**config.mk**
```make
export PLATFORM = sky130hd
export DESIGN_NAME = pattern_gen
export DESIGN_NICKNAME = d
export VERILOG_FILES = /design/src/rtl/pattern_gen.sv
export SDC_FILE = /design/constraint.sdc
export NUM_CORES = 1
export LEC_CHECK = 0
export ABC_CLOCK_PERIOD_IN_PS = 3320
export CORE_MARGIN = 1.5
export CORE_UTILIZATION = 58
export CTS_BUF_LIST = sky130_fd_sc_hd__clkbuf_4 sky130_fd_sc_hd__clkbuf_8
export DETAILED_ROUTE_END_ITERATION = 10
export PLACE_DENSITY = 0.89
export SLEW_MARGIN = 20
export SYNTH_ARGS = -nofsm -noshare
export SYNTH_HDL_FRONTEND = slang
export SYNTH_SLANG_ARGS = --single-unit
```
**constraint.sdc**
```tcl
create_clock -name clk -period 3.32 [get_ports clk]
set_input_delay 0.664 -clock clk [delete_from_list [all_inputs] [get_ports clk]]
set_output_delay 0.664 -clock clk [all_outputs]
set_load 0.01 [all_outputs]
```
**src/rtl/pattern_gen.sv**
```systemverilog
`default_nettype none
// ============================================================================
//  Module      : pattern_gen
//  Description : Burst-oriented test-pattern generator with a valid/ready
//                output handshake. Produces increment, decrement,
//                walking-one or constant word streams, either for a fixed
//                number of words or unbounded until an abort request.
//  Revision    : 1.0  - initial release
// ----------------------------------------------------------------------------
//  Parameters
//    WIDTH     - data word width in bits (2..32)
//    LEN_W     - width of burst_len and of the internal word counter
//  Ports
//    clk       - in  : sole clock, rising edge
//    rst       - in  : asynchronous active-low reset
//    start     - in  : begin a burst (honoured only in IDLE)
//    stop      - in  : abort the running burst (honoured only in RUN)
//    mode      - in  : 00 inc, 01 dec, 10 walking-one, 11 constant
//    limit     - in  : wrap bound for inc/dec, value for constant
//    burst_len - in  : words per burst, 0 = unbounded
//    ready     - in  : downstream accept
//    data_out  - out : current word
//    valid     - out : data_out is offered (RUN only)
//    busy      - out : high in RUN
//    done      - out : one-cycle pulse after completion or abort
//    checksum  - out : running XOR of transferred words
//                      (present only when PATTERN_GEN_CHECKSUM_EN is defined)
//  Build option
//    PATTERN_GEN_CHECKSUM_EN - adds the checksum output and its register
// ============================================================================
module pattern_gen #(
    parameter int WIDTH = 8,
    parameter int LEN_W = 16
) (
    input  logic             clk,
    input  logic             rst,
    input  logic             start,
    input  logic             stop,
    input  logic [1:0]       mode,
    input  logic [WIDTH-1:0] limit,
    input  logic [LEN_W-1:0] burst_len,
    input  logic             ready,
    output logic [WIDTH-1:0] data_out,
    output logic             valid,
    output logic             busy,
    output logic             done
`ifdef PATTERN_GEN_CHECKSUM_EN
    ,
    output logic [WIDTH-1:0] checksum
`endif
);

    // ------------------------------------------------------------------------
    // Constants
    // ------------------------------------------------------------------------
    localparam logic [1:0]       c_mode_inc  = 2'b00;
    localparam logic [1:0]       c_mode_dec  = 2'b01;
    localparam logic [1:0]       c_mode_walk = 2'b10;
    localparam logic [1:0]       c_mode_const = 2'b11;
    localparam logic [WIDTH-1:0] c_one_w     = WIDTH'(1);
    localparam logic [LEN_W-1:0] c_one_len   = LEN_W'(1);

    typedef enum logic [1:0] {
        S_IDLE = 2'd0,
        S_RUN  = 2'd1,
        S_DONE = 2'd2
    } state_t;

    // ------------------------------------------------------------------------
    // State
    // ------------------------------------------------------------------------
    state_t             state_q, state_d;
    logic [1:0]         mode_q,  mode_d;
    logic [WIDTH-1:0]   limit_q, limit_d;
    logic [LEN_W-1:0]   len_q,   len_d;
    logic [LEN_W-1:0]   cnt_q,   cnt_d;
    logic [WIDTH-1:0]   data_q,  data_d;
`ifdef PATTERN_GEN_CHECKSUM_EN
    logic [WIDTH-1:0]   chk_q,   chk_d;
`endif

    logic               xfer;
    logic               last_word;

    // ------------------------------------------------------------------------
    // Pattern functions
    // ------------------------------------------------------------------------
    // First word offered after start, taken from the live inputs since the
    // captured registers only load on the same edge.
    function automatic logic [WIDTH-1:0] first_word(
        input logic [1:0]       m,
        input logic [WIDTH-1:0] lim
    );
        logic [WIDTH-1:0] w;
        w = '0;
        case (m)
            c_mode_inc:   w = '0;
            c_mode_dec:   w = lim;
            c_mode_walk:  w = c_one_w;
            c_mode_const: w = lim;
            default:      w = '0;
        endcase
        return w;
    endfunction

    // Word following d. Increment and decrement re-enter the legal range
    // 0..lim from any out-of-range value, so lim = 0 yields a zero stream.
    function automatic logic [WIDTH-1:0] next_word(
        input logic [1:0]       m,
        input logic [WIDTH-1:0] d,
        input logic [WIDTH-1:0] lim
    );
        logic [WIDTH-1:0] w;
        w = d;
        case (m)
            c_mode_inc:   w = (d >= lim) ? '0 : d + c_one_w;
            c_mode_dec:   w = ((d == '0) || (d > lim)) ? lim : d - c_one_w;
            c_mode_walk:  w = {d[WIDTH-2:0], d[WIDTH-1]};
            c_mode_const: w = lim;
            default:      w = d;
        endcase
        return w;
    endfunction

    // ------------------------------------------------------------------------
    // Handshake qualifiers
    // ------------------------------------------------------------------------
    // valid is exactly "state is RUN", so a transfer is RUN && ready.
    assign xfer      = (state_q == S_RUN) && ready;
    // Counter holds the number of words already transferred in this burst.
    assign last_word = (len_q != '0) && (cnt_q == (len_q - c_one_len));

    // ------------------------------------------------------------------------
    // Next-state and datapath logic
    // ------------------------------------------------------------------------
    always_comb begin
        state_d = state_q;
        mode_d  = mode_q;
        limit_d = limit_q;
        len_d   = len_q;
        cnt_d   = cnt_q;
        data_d  = data_q;
`ifdef PATTERN_GEN_CHECKSUM_EN
        chk_d   = chk_q;
`endif

        case (state_q)
            S_IDLE: begin
                // start wins over a simultaneous stop; stop alone is ignored
                if (start) begin
                    state_d = S_RUN;
                    mode_d  = mode;
                    limit_d = limit;
                    len_d   = burst_len;
                    cnt_d   = '0;
                    data_d  = first_word(mode, limit);
`ifdef PATTERN_GEN_CHECKSUM_EN
                    chk_d   = '0;
`endif
                end
            end

            S_RUN: begin
                if (xfer) begin
                    data_d = next_word(mode_q, data_q, limit_q);
                    // Unbounded bursts saturate rather than wrap the counter
                    if (cnt_q != '1) begin
                        cnt_d = cnt_q + c_one_len;
                    end
`ifdef PATTERN_GEN_CHECKSUM_EN
                    chk_d = chk_q ^ data_q;
`endif
                end
                // A transfer coinciding with stop still counts (handled above)
                if (stop || (xfer && last_word)) begin
                    state_d = S_DONE;
                end
            end

            S_DONE: begin
                state_d = S_IDLE;
            end

            default: begin
                state_d = S_IDLE;
            end
        endcase
    end

    // ------------------------------------------------------------------------
    // Registers
    // ------------------------------------------------------------------------
    always_ff @(posedge clk or negedge rst) begin
        if (!rst) begin
            state_q <= S_IDLE;
            mode_q  <= '0;
            limit_q <= '0;
            len_q   <= '0;
            cnt_q   <= '0;
            data_q  <= '0;
`ifdef PATTERN_GEN_CHECKSUM_EN
            chk_q   <= '0;
`endif
        end else begin
            state_q <= state_d;
            mode_q  <= mode_d;
            limit_q <= limit_d;
            len_q   <= len_d;
            cnt_q   <= cnt_d;
            data_q  <= data_d;
`ifdef PATTERN_GEN_CHECKSUM_EN
            chk_q   <= chk_d;
`endif
        end
    end

    // ------------------------------------------------------------------------
    // Outputs
    // ------------------------------------------------------------------------
    assign data_out = data_q;
    assign valid    = (state_q == S_RUN);
    assign busy     = (state_q == S_RUN);
    assign done     = (state_q == S_DONE);
`ifdef PATTERN_GEN_CHECKSUM_EN
    assign checksum = chk_q;
`endif

endmodule
`default_nettype wire

```
=== Word-level counts from Yosys, hierarchy flattened ===
Cells that the tools add are included.

* Register bits after elaboration: 52
* Logic and storage cells: 56

* Muxes and demuxes: 14
* Add/subtract/negate cells: 4
* Order comparisons: 2
* Reduce and logical (&&, ||, !) cells: 16
* Equal/unequal tests: 14

{| class="wikitable"
|+ Operators with widths
! kind !! count
|-
| $mux W16 || 3
|-
| $mux W8 || 4
|-
| $pmux W16 S2 || 1
|-
| $pmux W8 S4 || 1
|-
| $pmux W8 S3 || 1
|-
| $add A16 B1 Y16 const B || 1
|-
| $eq A16 B16 Y1 || 1
|-
| $ne A16 B16 Y1 const B || 1
|-
| $pmux W8 S2 || 1
|-
| $reduce_bool A16 Y1 || 1
|-
| $sub A16 B1 Y16 const B || 1
|-
| $eq A2 B2 Y1 const B || 5
|-
| $add A8 B1 Y8 const B || 1
|-
| $ge A8 B8 Y1 || 1
|-
| $gt A8 B8 Y1 || 1
|-
| $logic_not A8 Y1 || 1
|-
| $sub A8 B1 Y8 const B || 1
|-
| $eq A2 B1 Y1 const B || 3
|-
| $logic_not A2 Y1 || 3
|-
| $ne A2 B1 Y1 const B || 3
|-
| $mux W2 || 2
|-
| $pmux W2 S2 || 1
|-
| $reduce_and A2 Y1 || 2
|-
| $reduce_and A4 Y1 || 1
|-
| 6 further kinds || 9
|}

=== Logic depth before layout (Yosys ltp) ===
Gate-level depths: netlist of the first run.

* Word-level depth: 7
* Gate-level depth with buffers: 10
* Mapped depth without buffers: 9

=== Worst setup path before layout of the first run ===
No wires, ideal clock.

* Kind: reg2reg
* Start: register data_q[1] (netlist: data_out[1])
* End: register data_q[2] (netlist: data_out[2])
* Cell stages (with the launch flop): 10
* Period minus slack after synthesis: 2.373 ns
* Buffers on the path: 1
* Library setup time: 0.110 ns
* Setup slack: 0.947 ns
* Required time: 3.210 ns
* Data arrival time: 2.263 ns
* Cell sequence: dfrtp_1 -> ha_1 -> nor2b_1 -> o211ai_1 -> a21oi_1 -> o22ai_1 -> and2_0 -> clkbuf_1 -> o21ai_0 -> o41ai_1

* Longest elaborated chain between the ends: 6

{| class="wikitable"
|+ Ends and longest elaborated chain
! item !! line !! source
|-
| start: declaration || 77 || <nowiki>logic [WIDTH-1:0] data_q, data_d;</nowiki>
|-
| start signal: assignment || 210 || <nowiki>data_q <= data_d;</nowiki>
|-
| $gt A8 B8 Y1 / $logic_not A8 Y1 (equally long branches) || 117 || <nowiki>c_mode_dec: w = ((d == '0) || (d > lim)) ? lim : d - c_one_w;</nowiki>
|-
| $logic_or A1 B1 Y1 || 117 ||
|-
| $mux W8 || 117 ||
|-
| $pmux W8 S4 * || 115 || <nowiki>case (m)</nowiki>
|-
| $mux W8 * || 164 || <nowiki>if (xfer) begin</nowiki>
|-
| $pmux W8 S2 * || 147 || <nowiki>case (state_q)</nowiki>
|}

Mark *: on every way between the ends. The rest lies on a longest branch, timed or not. The select of a mux whose other input is x is not followed.
A chain may end at the register's enable or synchronous reset.

=== Final worst setup path of the first run ===
* Start: register state_q[1]
* End: output port busy

* Longest elaborated chain between the ends: 1

{| class="wikitable"
|+ Ends and longest elaborated chain
! item !! line !! source
|-
| start: declaration || 72 || <nowiki>state_t state_q, state_d;</nowiki>
|-
| start signal: assignment || 205 || <nowiki>state_q <= state_d;</nowiki>
|-
| $eq A2 B1 Y1 || 222 || <nowiki>assign busy = (state_q == S_RUN);</nowiki>
|-
| end: declaration || 45 || <nowiki>output logic busy,</nowiki>
|}

Every way passes these cells.

==> reports/metrics.cfg, run 1 <==
[run_status]
status=finished, final reports clean

[floorplanning]
core.rowCount=28
pin_count=42
die_h_um=81.7
initial_core_util_pct=60.3
design.core.area_um2=5960
die_x_um=81.7
die_area_um2=6670

[hold_path]
hp-class=primary input to asynchronous set/reset pin

[yosys]
netlist.area_leader.share_pct=36.2
synth-edff-count=0
yosys-top-cells-area=dfrtp_1, nand2_1, xnor2_1, ha_1, o21ai_0
ys_warn_count=0
yosys.area_share.simple_pct=26.6
synth_top_family_by_area=simple AND/OR/NAND/NOR gates
synth_flop_cell=dfrtp_1
synth-xor-area-share_pct=8.78
ys_seq_elements=52
synth_adder_area_share_pct=4.88
synth_common_cells=nand2_1, dfrtp_1, nor2_1, o21ai_0, xnor2_1
postSynthAreaPerCell_um2=8.18
synth_cell_types=56
syn_nets=484
synthMuxAreaShare_pct=2.47
async_flop_share_pct=100
synth.most_common_cell=nand2_1
synthesis.area_um2=3590
syn_inst=439
yosysTopAreaCell=dfrtp_1
synth-compound-area-share_pct=16.6
yosysSeqAreaShare_pct=36.2

[global_routing]
grt_usage_pct=29.2
overflow=0
antenna_found_initial=0
grt_max_degree=35
grt_pass1_wl_mm=15.0
grt_pass1_vias=3269

[clock_network]
cts_root_buffer=clkbuf_8
clkLatencyLatePin_ps=320
clockBufferDepth=2
cts_hold_buf=0
cts_tree=done
postCtsSetupBuffers=0
cts.sinks=52
clkTransAtPathRegs_ps=100
h-tree-depth=2
cts_made_buffers=5
ctsResizeCount=0

[timing]
max_freq_mhz=362
worstMarginPinSlew_ps=781
finalCritPeriodShare_pct=83.2
maxSlewHeadroom_pct=47.8
post-route-min-period_ps=2760
finClkSkew_ps=12.3
hold_viol_final=0
rsz0062_at_grt=false
setup_viol=0
drv_slew=0
tns_ps=0

[power_and_ir_drop]
p_comb_share_pct=52.3
pwr-share-seq_pct=35.7
power_frac_clock_pct=12.0
p_leak_nw=1.75
max-vdd-ir-drop_mv=0.408
p_switching_mw=1.52
internal_power_mw=1.79
p_sw_share_pct=46.0
power_density_nw_per_um2=795

[finish]
fillers=493
area_growth_pct=15.8
final_nets=516
postLayoutCellArea_um2=4160
diodes=0
drive_above_1_share_pct=6.99

[place]
dpl-instance-area_um2=4060
globalplace.congestion=0.894
post-dp-hpwl_mm=6.66
io_buffers=41

[setup_path]
end_kind=output pin
critPathKind=register to output pin
cp-start-kind=register
arrival_ps=2100
cp.required_ps=2660
cp_max_fo=10

[routing]
viasPerCell=6.07
drc=0
drtAntennaViolNets=0
drtPass1Iterations=4
avgRoutedWirePerCell_um=16.5
wl_mm=9.04
drt-initial-drc-count=201
dr_total_vias=3319

[run]
max_cap_viol_count=0

[metrics by stage]
| step | worst slack [ps] | hold WS (ps) | utilization, % | power (mW) | cells |
|---|---|---|---|---|---|
| after floorplan | 947 | 368 | - | 2.32 | 439 |
| after global placement | 531 | 506 | 68.2 | 2.81 | 539 |
| after detailed placement | 500 | 519 | 68.2 | 2.90 | 539 |
| after CTS | 604 | 292 | 69.9 | 3.29 | 547 |
| after global routing | 495 | 294 | 69.9 | 3.56 | 547 |
| final | 558 | 277 | 69.9 | 3.31 | 547 |
[state kept, by name, summed over array words and instances, names as in the netlist]
register,count
cnt_q,16
limit_q,8
len_q,16
mode_q,2
state_q,2
data_out,8
[worst max-delay path, cell delays in order (launching register included)]
cell and delay (ps):
dfrtp_1 450, nand2b_1 300, inv_1 240, buf_4 230
clkdlybuf4s50_1 550
[kinds of logic (layout without fill, tap and decap cells)]
kind of cell,after synthesis,after routing
simple gates,194,194
compound gates,94,94
flops,52,52
buf+inv,41,74
xor+xnor,36,36
fa+ha+maj,14,14
mux,8,8
[power groups by stage]
stage | combinational [mW] | sequential [mW] | clock (mW)
floorplan | 1.27 | 1.05 | 0
finish | 1.73 | 1.18 | 0.396
CTS | 1.72 | 1.17 | 0.398
global route | 1.91 | 1.22 | 0.424
global placement | 1.64 | 1.18 | 0
detailed placement | 1.71 | 1.19 | 0
[path summary, 6_finish.rpt]
kind | from | to | slack, ps | cells past startpoint
max in group asynchronous | rst | len_q[11]$_DFFE_PN0P_ | 2230 | 2
max reg2reg | len_q[2]$_DFFE_PN0P_ | state_q[0]$_DFFE_PN0P_ | 660 | 7
min reg2reg | len_q[14]$_DFFE_PN0P_ | len_q[14]$_DFFE_PN0P_ | 540 | 2
min | rst | data_out[2]$_DFFE_PN0P_ | 280 | 1
min in group clk | len_q[14]$_DFFE_PN0P_ | len_q[14]$_DFFE_PN0P_ | 540 | 2
max | state_q[1]$_DFFE_PN0P_ | busy | 560 | 4
[metal layers]
| metal | up-vias | part of all wire, % | GRT usage (%) |
|---|---|---|---|
| met1 | 1572 | 40 | 32.2 |
| met3 | 21 | 4.8 | 5.56 |
| met5 | - | 0 | 0 |
| met4 | 0 | 2.9 | 11.9 |
| met2 | 110 | 52 | 54.5 |
| li1 | 1616 | - | - |
[cells in the final DEF, fill, tap and decap left out, types with 3 or more instances in the layout]
master | netlist | routed
inv_1 | 17 | 17
buf_4 | 1 | 8
a221oi_1 | 8 | 8
o22ai_1 | 3 | 3
mux2_2 | 6 | 6
a221o_1 | 3 | 3
nand4_1 | 8 | 8
o21ai_0 | 30 | 30
nand3_1 | 16 | 16
xor2_1 | 14 | 14
o31ai_1 | 3 | 3
and3_1 | 3 | 3
nor2_1 | 30 | 29
nor2b_1 | 4 | 4
nor4b_2 | 3 | 3
nand2b_1 | 6 | 6
nor4_1 | 6 | 6
a21oi_1 | 21 | 21
o41ai_1 | 3 | 3
o211ai_1 | 3 | 3
clkdlybuf4s50_1 | 0 | 40
clkbuf_8 | 0 | 6
dfrtp_1 | 52 | 52
nand2_1 | 88 | 88
xnor2_1 | 22 | 22
nor3_1 | 8 | 8
or4_1 | 3 | 3
or3_1 | 5 | 5
ha_1 | 14 | 14
a31oi_1 | 9 | 9
[layout make-up]
type / count / area (µm²) / share of cell area, %
multi-input combinational: 346 / 2140 / 51.4
sequential: 52 / 1300 / 31.3
timing repair buffer: 49 / 465 / 11.2
tap: 75 / 93.8 / 2.26
clock buffer: 6 / 82.6 / 1.98
inverter: 17 / 63.8 / 1.53
clock inverter: 2 / 13.8 / 0.331
No activity file was read; power rests on OpenSTA's default activity.
==> run 2, diff against run 1 <==
- ABC_CLOCK_PERIOD_IN_PS: 3320 -> 2390
- CORE_UTILIZATION: 58 -> 53
- PLACE_DENSITY: 0.89 -> 0.86
- clock period: 3.32 -> 2.39 ns (I/O delays scaled with it)
==> run 2 against run 1 <==
  * The flow now finishes with violations (DRC, setup timing)
  * Clock power rose by 60%
  * Wire length rose by 8.9%
  * Highest routed layer unchanged
  * Sequential power grew 23%
  * Die area increased by 9.1%
  * Hold slack lost 110 ps
  * Total power is 56% higher
==> reports/metrics.cfg, run 2 (same netlist as run 1, synthesis figures left out) <==
[routing]
avgRoutedWirePerCell_um=16.9  ; was 16.5 µm
drtPass1Iterations=10  ; was 4
drt-initial-drc-count=245  ; was 201
drtAntennaViolNets=0  ; unchanged
dr_total_vias=3604  ; was 3319
drc=4  ; was 0
wl_mm=9.85  ; was 9.04 mm
viasPerCell=6.17  ; was 6.07

[finish]
reg.largest.list=cnt_q (16), len_q (16)  ; unchanged
layout_commonest_cell=nand2_1  ; unchanged
drive_above_1_share_pct=16.2  ; was 6.99%
final_nets=551  ; was 516
final_cells=584  ; was 547
diodes=0  ; unchanged
final_cell_mix=nand2_1, dfrtp_1, buf_4, clkdlybuf4s50_1  ; was nand2_1, dfrtp_1, clkdlybuf4s50_1, o21ai_0, nor2_1
area_growth_pct=26.2  ; was 15.8%
fillers=520  ; was 493

[floorplanning]
design.core.area_um2=6460  ; was 5960 µm²
die_area_um2=7280  ; was 6670 µm²
die_h_um=85.3  ; was 81.7 µm
initial_core_util_pct=55.6  ; was 60.3%
core.rowCount=29  ; was 28
die_x_um=85.3  ; was 81.7 µm
pin_count=42  ; unchanged

[setup_path]
crit_family=simple AND/OR/NAND/NOR gates  ; was buffers and inverters
cp-start-kind=register  ; unchanged
cp.required_ps=2590  ; was 2660 ps
end_kind=register  ; was output pin
r2r_start=len_q[5]$_DFFE_PN0P_  ; was len_q[2]$_DFFE_PN0P_
worstPathCellList=or4_4, nor4b_4, mux2_4, a31oi_2, o22ai_1, and4bb_1, o31ai_2  ; was nand2b_1, inv_1, buf_4, clkdlybuf4s50_1
critPathKind=register to register  ; was register to output pin
cp_max_fo=3  ; was 10
cp_slowest_cell=or4_4  ; was clkdlybuf4s50_1
path_buf_inv=0  ; was 3
crit_path_max_incr_delay_ps=580  ; was 550 ps
startpoint=len_q[5]$_DFFE_PN0P_  ; was state_q[1]$_DFFE_PN0P_
arrival_ps=2590  ; was 2100 ps

[timing]
rsz0062_at_grt=true  ; was false
setup_viol=1  ; was 0
tns_ps=-2.91  ; was 0 ps
hold_viol_final=0  ; unchanged
drv_slew=0  ; unchanged
finalCritPeriodShare_pct=100
maxSlewHeadroom_pct=58.6  ; was 47.8%
post-route-min-period_ps=2390
finClkSkew_ps=6.57  ; was 12.3 ps
worstMarginPinSlew_ps=621  ; was 781 ps
fin_ws_ps=-2.91  ; was 558 ps
max_freq_mhz=418

[hold_path]
hp-class=primary input to asynchronous set/reset pin  ; unchanged

[clock_network]
clockBufferDepth=2  ; unchanged
cts_root_buffer=clkbuf_8  ; unchanged
cts_tree=done  ; unchanged
clkTransAtPathRegs_ps=100  ; about the same
cts_made_buffers=5  ; unchanged
h-tree-depth=2  ; unchanged
cts.sinks=52  ; unchanged
clkLatencyLatePin_ps=320  ; about the same

[power_and_ir_drop]
power_density_nw_per_um2=1130  ; was 795 nW/µm²
p_comb_share_pct=59.6  ; was 52.3%
power_frac_clock_pct=12.3  ; was 12.0%
pwr-share-seq_pct=28.1  ; was 35.7%
internal_power_mw=2.89  ; was 1.79 mW
max-vdd-ir-drop_mv=0.512  ; was 0.408 mV
p_leak_nw=1.97  ; was 1.75 nW
p_sw_share_pct=43.9  ; was 46.0%
p_switching_mw=2.26  ; was 1.52 mW

[global_routing]
overflow=0  ; unchanged
antenna_found_initial=0  ; unchanged
grt_max_degree=49  ; was 35
grt_pass1_vias=3564  ; was 3269
grt_pass1_wl_mm=16.5  ; was 15.0 mm
grt_usage_pct=28.3  ; was 29.2%

[run]
max_cap_viol_count=0  ; unchanged

[place]
globalplace.congestion=0.933  ; was 0.894
pre_cts_ws_ps=-57.3  ; was 500 ps
post-dp-hpwl_mm=7.10  ; was 6.66 mm
io_buffers=41  ; unchanged
dp.cells=573  ; was 539

[run_status]
failed_checks=DRC, setup timing
status=finished with violations  ; was finished, final reports clean

==> run 2: cell types whose count changed in the layout (fill, tap and decap cells not counted), moves of 2 or more <==
cell     delta
buf_4      +34
nor4b_2     -2
nor4b_4     +2
or4_1       -2
or4_4       +2
==> run 2: layer usage <==
metal / GRT usage (%) / vias up / wire, µm / part of all wire [%]
li1: - / 1690 / - / -
met1: 33.6 / 1744 / 3870 / 39
met2: 49.1 / 142 / 5190 / 53
met3: 3.99 / 28 / 506 / 5.1
met4: 16.1 / 0 / 280 / 2.8
met5: 0 / - / 0 / 0
==> run 2: repair_timing <==
item	4_1_cts	5_1_grt
hold buffers	0	0
setup buffers	0	3
pin swaps	0	10
endpoints found under the setup margin	4	17
resized for setup	2	16
==> run 2: final timing paths <==
path | end | slack [ps] | cells after the start
setup reg to reg | state_q[0]$_DFFE_PN0P_ | -3 | 7
hold / removal | limit_q[3]$_DFFE_PN0P_ | 160 | 1
hold reg to reg | len_q[14]$_DFFE_PN0P_ | 550 | 2
min in group clk | len_q[14]$_DFFE_PN0P_ | 550 | 2
max in group asynchronous | len_q[12]$_DFFE_PN0P_ | 1550 | 2
setup / recovery | state_q[0]$_DFFE_PN0P_ | -3 | 7
==> run 2: power groups by stage <==
stage	registers [mW]	clock network [mW]	logic [mW]
final	1.45	0.633	3.06
after detailed placement	1.46	0	2.85
after CTS	1.44	0.637	2.89
after global placement	1.44	0	2.76
after global routing	1.48	0.675	3.35
after floorplan	1.46	0	1.76
==> run 2: stage by stage <==
step                      utilization [%]  instance area [µm²]  hold WS [ps]  power, mW
after floorplan                         -                 3590           182       3.22
after global placement               66.9                 4320           508       4.20
after detailed placement             66.9                 4320           519       4.31
after CTS                            68.7                 4440           175       4.96
after global routing                 70.2                 4530           202       5.51
final                                70.2                 4530           164       5.14
==> run 2: area by class of cell <==
type                       instances  area (µm²)  share of cell area [%]
sequential                        52        1300                    28.7
tap                               77        96.3                    2.13
inverter                          17        63.8                    1.41
clock inverter                     2        35.0                   0.773
clock buffer                       6        76.3                    1.68
multi-input combinational        346        2220                    49.0
timing repair buffer              84         741                    16.3
